### src/rtl/instr_fetch_unit.sv
// Instruction fetch stage: reads an instruction as two consecutive RAM bytes
// (low at pc, high at pc+1) and offers it to the decoder via valid/ready.
module instr_fetch_unit #(
  parameter int                         DATA_WIDTH    = 8,
  parameter int                         ADDRESS_WIDTH = 4,
  parameter logic [ADDRESS_WIDTH-1:0]   RESET_ADDRESS = '0
) (
  input  logic                          clock,
  input  logic                          reset_n,
  input  logic                          enable,
  input  logic                          jump_valid,
  input  logic [ADDRESS_WIDTH-1:0]      jump_address,
  output logic [ADDRESS_WIDTH-1:0]      read_address,
  output logic                          Read_Enable,
  input  logic [DATA_WIDTH-1:0]         DATA_READ,
  output logic                          instr_valid,
  input  logic                          instr_ready,
  output logic [2*DATA_WIDTH-1:0]       instruction,
  output logic [ADDRESS_WIDTH-1:0]      instr_address,
  output logic                          busy
);

  typedef enum logic [2:0] {
    IDLE     = 3'd0,
    FETCH_LO = 3'd1,
    FETCH_HI = 3'd2,
    CAPTURE  = 3'd3,
    VALID    = 3'd4
  } state_t;

  state_t                      state_q;
  logic [ADDRESS_WIDTH-1:0]    pc_q;
  logic [ADDRESS_WIDTH-1:0]    addr_q;
  logic [DATA_WIDTH-1:0]       lo_q;
  logic [2*DATA_WIDTH-1:0]     instr_q;
  logic                        valid_q;
  logic [ADDRESS_WIDTH-1:0]    pc_plus1_d;
  logic [ADDRESS_WIDTH-1:0]    pc_plus2_d;

  assign pc_plus1_d = pc_q + ADDRESS_WIDTH'(1);
  assign pc_plus2_d = pc_q + ADDRESS_WIDTH'(2);

  // RAM read port is driven purely from registered state so it is glitch-free
  assign Read_Enable   = (state_q == FETCH_LO) || (state_q == FETCH_HI);
  assign read_address  = (state_q == FETCH_HI) ? pc_plus1_d : pc_q;
  assign busy          = (state_q != IDLE);
  assign instr_valid   = valid_q;
  assign instruction   = instr_q;
  assign instr_address = addr_q;

  always_ff @(posedge clock or negedge reset_n) begin
    if (!reset_n) begin
      state_q <= IDLE;
      pc_q    <= RESET_ADDRESS;
      addr_q  <= RESET_ADDRESS;
      instr_q <= '0;
      valid_q <= 1'b0;
    end else if (jump_valid) begin
      // A jump wins over everything; any half-fetched bytes are simply ignored
      pc_q    <= jump_address;
      valid_q <= 1'b0;
      state_q <= enable ? FETCH_LO : IDLE;
    end else begin
      case (state_q)
        IDLE: begin
          if (enable) state_q <= FETCH_LO;
        end
        FETCH_LO: begin
          state_q <= FETCH_HI;
        end
        FETCH_HI: begin
          state_q <= CAPTURE;
        end
        CAPTURE: begin
          instr_q <= {DATA_READ, lo_q};
          addr_q  <= pc_q;
          valid_q <= 1'b1;
          state_q <= VALID;
        end
        VALID: begin
          if (instr_ready) begin
            pc_q    <= pc_plus2_d;
            valid_q <= 1'b0;
            state_q <= enable ? FETCH_LO : IDLE;
          end
        end
        default: begin
          state_q <= IDLE;
        end
      endcase
    end
  end

  // Low-byte holding register needs no reset: it is always rewritten before use
  always_ff @(posedge clock) begin
    if (state_q == FETCH_HI) lo_q <= DATA_READ;
  end

endmodule

### config.mk
export PLATFORM = sky130hd
export DESIGN_NAME = instr_fetch_unit
export DESIGN_NICKNAME = d
export VERILOG_FILES = /design/src/rtl/instr_fetch_unit.sv
export SDC_FILE = /design/constraint.sdc
export NUM_CORES = 1
export LEC_CHECK = 0
export BUFFER_PORTS_ARGS = -buffer_cell sky130_fd_sc_hd__clkbuf_2
export CELL_PAD_IN_SITES_DETAIL_PLACEMENT = 1
export CELL_PAD_IN_SITES_GLOBAL_PLACEMENT = 1
export CORE_MARGIN = 2
export CORE_UTILIZATION = 33
export CTS_CLUSTER_SIZE = 14
export DETAILED_ROUTE_END_ITERATION = 6
export PLACE_DENSITY_LB_ADDON = 0.1
export SLEW_MARGIN = 20
export SYNTH_ARGS = -nofsm -noshare
export SYNTH_HDL_FRONTEND = slang
export SYNTH_SLANG_ARGS = --single-unit
### constraint.sdc
create_clock -name clock -period 3.9 [get_ports clock]
set_input_delay 0.39 -clock clock [delete_from_list [all_inputs] [get_ports clock]]
set_output_delay 0.39 -clock clock [all_outputs]
set_load 0.02 [all_outputs]
# After elaboration in Yosys (flattened, before gate mapping)
# Index checks and enable logic that the tools add are counted.
# W data, S select, Z words.
[classes] addsub=2 n_eq_ne=6 mux=12 bitwise_logic=1 n_reduce_logical=10
[ops] operator="$mux W4" n=4
[ops] operator="$pmux W3 S5" n=1
[ops] operator="$mux W3" n=3
[ops] operator="$reduce_and A2 Y1" n=4
[ops] operator="$eq A3 B2 Y1 const B" n=2
[ops] operator="$ne A3 B3 Y1 const B" n=2
[ops] operator="$reduce_bool A3 Y1" n=2
[ops] operator="$add A4 B1 Y4 const B" n=1
[ops] operator="$add A4 B2 Y4 const B" n=1
[ops] operator="$reduce_bool A2 Y1" n=2
[ops] operator="$eq A3 B1 Y1 const B" n=1
[ops] operator="$eq A3 B3 Y1 const B" n=1
[ops] operator="$logic_not A3 Y1" n=1
[ops] operator="$mux W1" n=3
[ops] operator="$pmux W1 S2" n=1
[ops] operator="$logic_or A1 B1 Y1" n=1
[ops] operator="$not A1 Y1" n=1
[word_totals] ff_bits=36 in_bits=17 out_inout_bits=27 elab_cells=37

# Depth between registers and ports, before layout
[logic_depth] depth_word=4 mapped_depth=5

# Worst setup path after synthesis
# Ideal clock, no wire load.
[synth_path] kind="flip-flop to output port" startpoint="register state_q[0]" endpoint="output read_address[3]" arrival_time_ns=1.483 required_ns=3.510 slack_ns=2.027 path_stages_with_launch=5 n_path_buf=1 cell_sequence="dfrtp_1 -> buf_4 -> nor3b_4 -> nand3_1 -> xnor2_1"
[synth_between] elab_chain_cells=2
[synth_lines] item="start, declared" line="31" source="state_t state_q;"
[synth_lines] item="start signal, assigned" line="62" source="state_q <= enable ? FETCH_LO : IDLE;"
[synth_lines] item="start signal, assigned" line="84" source="state_q <= enable ? FETCH_LO : IDLE;"
[synth_lines] item="$eq A3 B2 Y1" line="45" source="assign read_address = (state_q == FETCH_HI) ? pc_plus1_d : pc_q;"
[synth_lines] item="$mux W4" line="45"
[synth_lines] item="end, declared" line="13" source="output logic [ADDRESS_WIDTH-1:0] read_address,"
# Every way passes these cells.

# Worst setup path after layout
[layout_path] startpoint="register state_q[0]" endpoint="output read_address[1]"
# Same word-level chain as after synthesis.

==> flow_results.org <==
** Route
- Before antenna repair, the detailed router went through 4 iterations.
- Wire per inst :: 14.59 um
- DRC violation count after routing :: 0
- Routed vias :: 971
- Post-DRT Antenna Nets :: 0
- After detailed routing, the number of vias per cell comes to roughly 4.8.
- The routed design has 2.977 mm of wire.
- For this block, the initial DRC count from the detailed router was 27.

** STA
- Setup violations remaining at the end of the flow were counted as 0.
- After layout, the minimum clock period comes to between 2 and 2.5 ns.
- Worst Hold Margin :: 0.1495 ns
- Rel. slew slack :: 0.5200
- For the final database, setup skew stands at 0.005873 ns.
- The count of final max-slew check failures came to 0.
- Timing-limited maximum frequency :: 435.7 MHz
- Dividing the final minimum period by the clock period gives 0.5885.
- Unrepaired setup endpoints after global routing :: false
- Worst-Margin Slew :: 0.7200 ns
- Setup Total Neg Slack :: 0 ns
- Hold Violations, Final :: 0

** Synthesis
- Synth top area share :: 0.4473
- In the synthesized netlist the dominant register cell turns out to be sky130_fd_sc_hd__dfrtp_1.
- After synthesis the cells add up to 1567 um^2.
- Of all flip-flops after synthesis, the portion carrying an async set or reset was 0.7778.
- The cell count after synthesis came out at 102.
- The synthesized netlist contains 27 unique library cells.
- Number of enable-type register cells in the synthesized netlist :: 8
- The synthesized design contains 36 register bits.
- By area the synthesized netlist is led by sky130_fd_sc_hd__dfrtp_1, sky130_fd_sc_hd__mux2_4, sky130_fd_sc_hd__edfxtp_1.
- Cell types with the highest counts after synthesis :: sky130_fd_sc_hd__dfrtp_1, sky130_fd_sc_hd__mux2_4, sky130_fd_sc_hd__edfxtp_1, sky130_fd_sc_hd__nand2_1, sky130_fd_sc_hd__xnor2_1
- sky130_fd_sc_hd__dfrtp_1 is the most common cell in the netlist.
- Nets in the synthesized netlist :: 121
- Yosys warning total :: 0
- Sequential share of the synthesized area :: 0.6006
- Cell type with the largest total area after synthesis :: sky130_fd_sc_hd__dfrtp_1
- Dividing the synthesized area by the synthesized cell count gives 15.36 um^2.

** Pwr
- Power spread over the standard cell area amounts to 764.4 nW/um^2.
- Combinational power share :: 0.379
- Net Sw Frac :: 0.3395
- The worst-case IR drop observed on VDD is 0.0002009 V.
- Internal power comes to 974.8 uW.
- Net switching component of the power :: 501.0 uW
- The analysis attributes to cell leakage a power of a little under 0.0009 uW.
- Of the total power, the clock network draws 0.213.
- Of the total power, registers draw 0.408.

** Critical path
- CP cell instances :: nor3b_4, mux2_2, clkbuf_2
- The worst setup path is launched from a flip-flop.
- Required time at the endpoint of the critical path :: ~3.5 ns
- Largest fanout on the critical path :: 12
- Flop-to-flop setup slack :: 2.28 ns
- Data arrival time of the critical path :: between 1.5 and 2 ns
- Buf/Inv on CP :: 1
- Sort of element at the end of the critical path :: output port
- Master of the slowest instance on the critical path :: sky130_fd_sc_hd__nor3b_4
- In this design, the stage delay of the slowest critical-path cell is 0.59 ns.
- The critical path in this run is classified as flip-flop to output port.
- Cell family with the largest share of critical-path delay :: simple AND/OR/NAND/NOR gates

** GRT
- The number of global-route vias before repair is 1048.
- First-pass GRT wire length :: around 5.1 mm
- The initial antenna violation count came to 0.
- GR Overflow Total :: 0
- Entering global routing, the biggest net connects 29 pins.
- Total Routing Usage GR :: 0.1254

** Clock network
- TritonCTS built the clock tree.
- Clock latency of the later-clocked register in the worst-skew pair :: about 0.28 ns
- The H-tree generated during clock tree synthesis spans 2 levels.
- After clock tree synthesis, the setup repair step added 0 buffers.
- No sink is reached through more buffers than the 2 on the longest clock path.
- Number of clock sinks :: 36
- Clock tree synthesis inserted a total of 5 buffers.
- After clock tree synthesis, the clock-pin slew on the worst setup and hold paths is 0.07 ns.
- Post-CTS repair changed the size of 0 cells.
- Root buffer cell :: sky130_fd_sc_hd__clkbuf_8
- Post-CTS Hold Buffers :: 0

** Outcome
- The run finished with clean final reports.

** Layout
- Layout filler cell count :: 501
- From synthesis to final layout, the design area changed by 23.24%.
- Fraction of final layout cells sized beyond drive strength 1 :: 0.5067
- For this run, the post-layout net count is about 170.
- The repair_antennas step left the layout with diodes totalling 0.

** Die
- Top-level port count :: 44
- From bottom edge to top edge, the die measures 72.90 um.
- From left edge to right edge, the die measures roughly 73 um.
- The initialized floorplan defines 25 standard-cell rows.
- Die area :: about 5300 um^2
- The initial utilization of the core area, before any placement, comes to 0.3361.
- Floorplan core area :: ~4700 um^2

** Placement
- Last weighted congestion value of the routability-driven placer :: 0.8317
- Buffers placed on the I/O ports in this run total 43.
- Detailed placer's ending HPWL :: 2.145 mm

** Worst hold path
- In this run the worst hold path is classified as input port to asynchronous set/reset pin.

** Run
- MaxCap Viol Count :: 0
-- layout by cell type (no fill, tap or decap), drive strengths merged, types with 4 or more instances in the layout --
master   n
dfrtp   28
xnor2    4
mux2    22
nand2    6
clkbuf  49
nor2     4
edfxtp   8
-- kinds of logic (layout without fill, tap and decap cells) --
group                    Yosys count  after routing  synth area share
flip-flops                        36             36            0.6006
XOR/XNOR                           5              5           0.02795
AO/OA/AOI/OAI                      8              8           0.02875
multiplexers                      23             23            0.2125
buffers and inverters              5             53           0.02396
adder cells (fa/ha/maj)            2              2           0.01597
AND/OR/NAND/NOR                   23             23           0.09026
-- registers in the layout, summed over array words and instances (netlist names) --
register       flops
instr_address      4
instr_valid        1
instruction       16
state_q            3
pc_q               4
lo_q               8
-- final timing paths --
| check | start | to | cells past startpoint |
|---|---|---|---|
| setup reg to reg | state_q[2] | instruction[12] | 4 |
| min in group clock | DATA_READ[2] | lo_q[2] | 1 |
| hold / removal | reset_n | instruction[9] | 1 |
| max in group asynchronous | reset_n | pc_q[0] | 1 |
| setup / recovery | state_q[0] | read_address[1] | 3 |
| hold reg to reg | lo_q[7] | instruction[7] | 1 |
-- layer usage --
| metal | wire [um] | track usage | up-vias | share of wire |
|---|---|---|---|---|
| met3 | 156 | 0.04282 | 2 | 0.052 |
| met4 | 15 | 0.03086 | 0 | 0.0050 |
| met1 | 1286 | 0.1568 | 488 | 0.43 |
| li1 | - | - | 454 | - |
| met2 | 1519 | 0.2091 | 27 | 0.51 |
| met5 | 0 | 0 | - | 0 |
-- stage by stage --
| stage | setup WS (ns) | util | power (uW) | instances | cell area [um^2] |
|---|---|---|---|---|---|
| after floorplan | 2.027 | - | 996.7 | 102 | 1567 |
| after global placement | 1.904 | 0.3911 | 1164 | 196 | 1823 |
| after detailed placement | 1.862 | 0.3911 | 1179 | 196 | 1823 |
| after CTS | 1.561 | 0.4142 | 1504 | 204 | 1931 |
| after global routing | 1.373 | 0.4142 | 1570 | 204 | 1931 |
| final | 1.605 | 0.4142 | 1476 | 204 | 1931 |
-- power groups by stage --
stage	Clock, uW	Combinational, uW	Sequential [uW]
2_1_floorplan	0	272	725
3_3_place_gp	0	560	605
3_5_place_dp	0	567	611
4_1_cts	328	571	605
5_1_grt	341	607	623
6_report	314	559	602
-- cell type report --
| class | instances | area, um^2 | area share |
|---|---|---|---|
| clock buffers | 6 | 72.57 | 0.03759 |
| repair buffers | 44 | 222.7 | 0.1154 |
| well taps | 54 | 67.56 | 0.03500 |
| inverters | 1 | 3.754 | 0.001944 |
| clock inverters | 2 | 35.03 | 0.01815 |
| flip-flops and latches | 36 | 940.9 | 0.4874 |
| multi-input cells | 61 | 588.1 | 0.3046 |
Power figures use the tool's default switching activity.
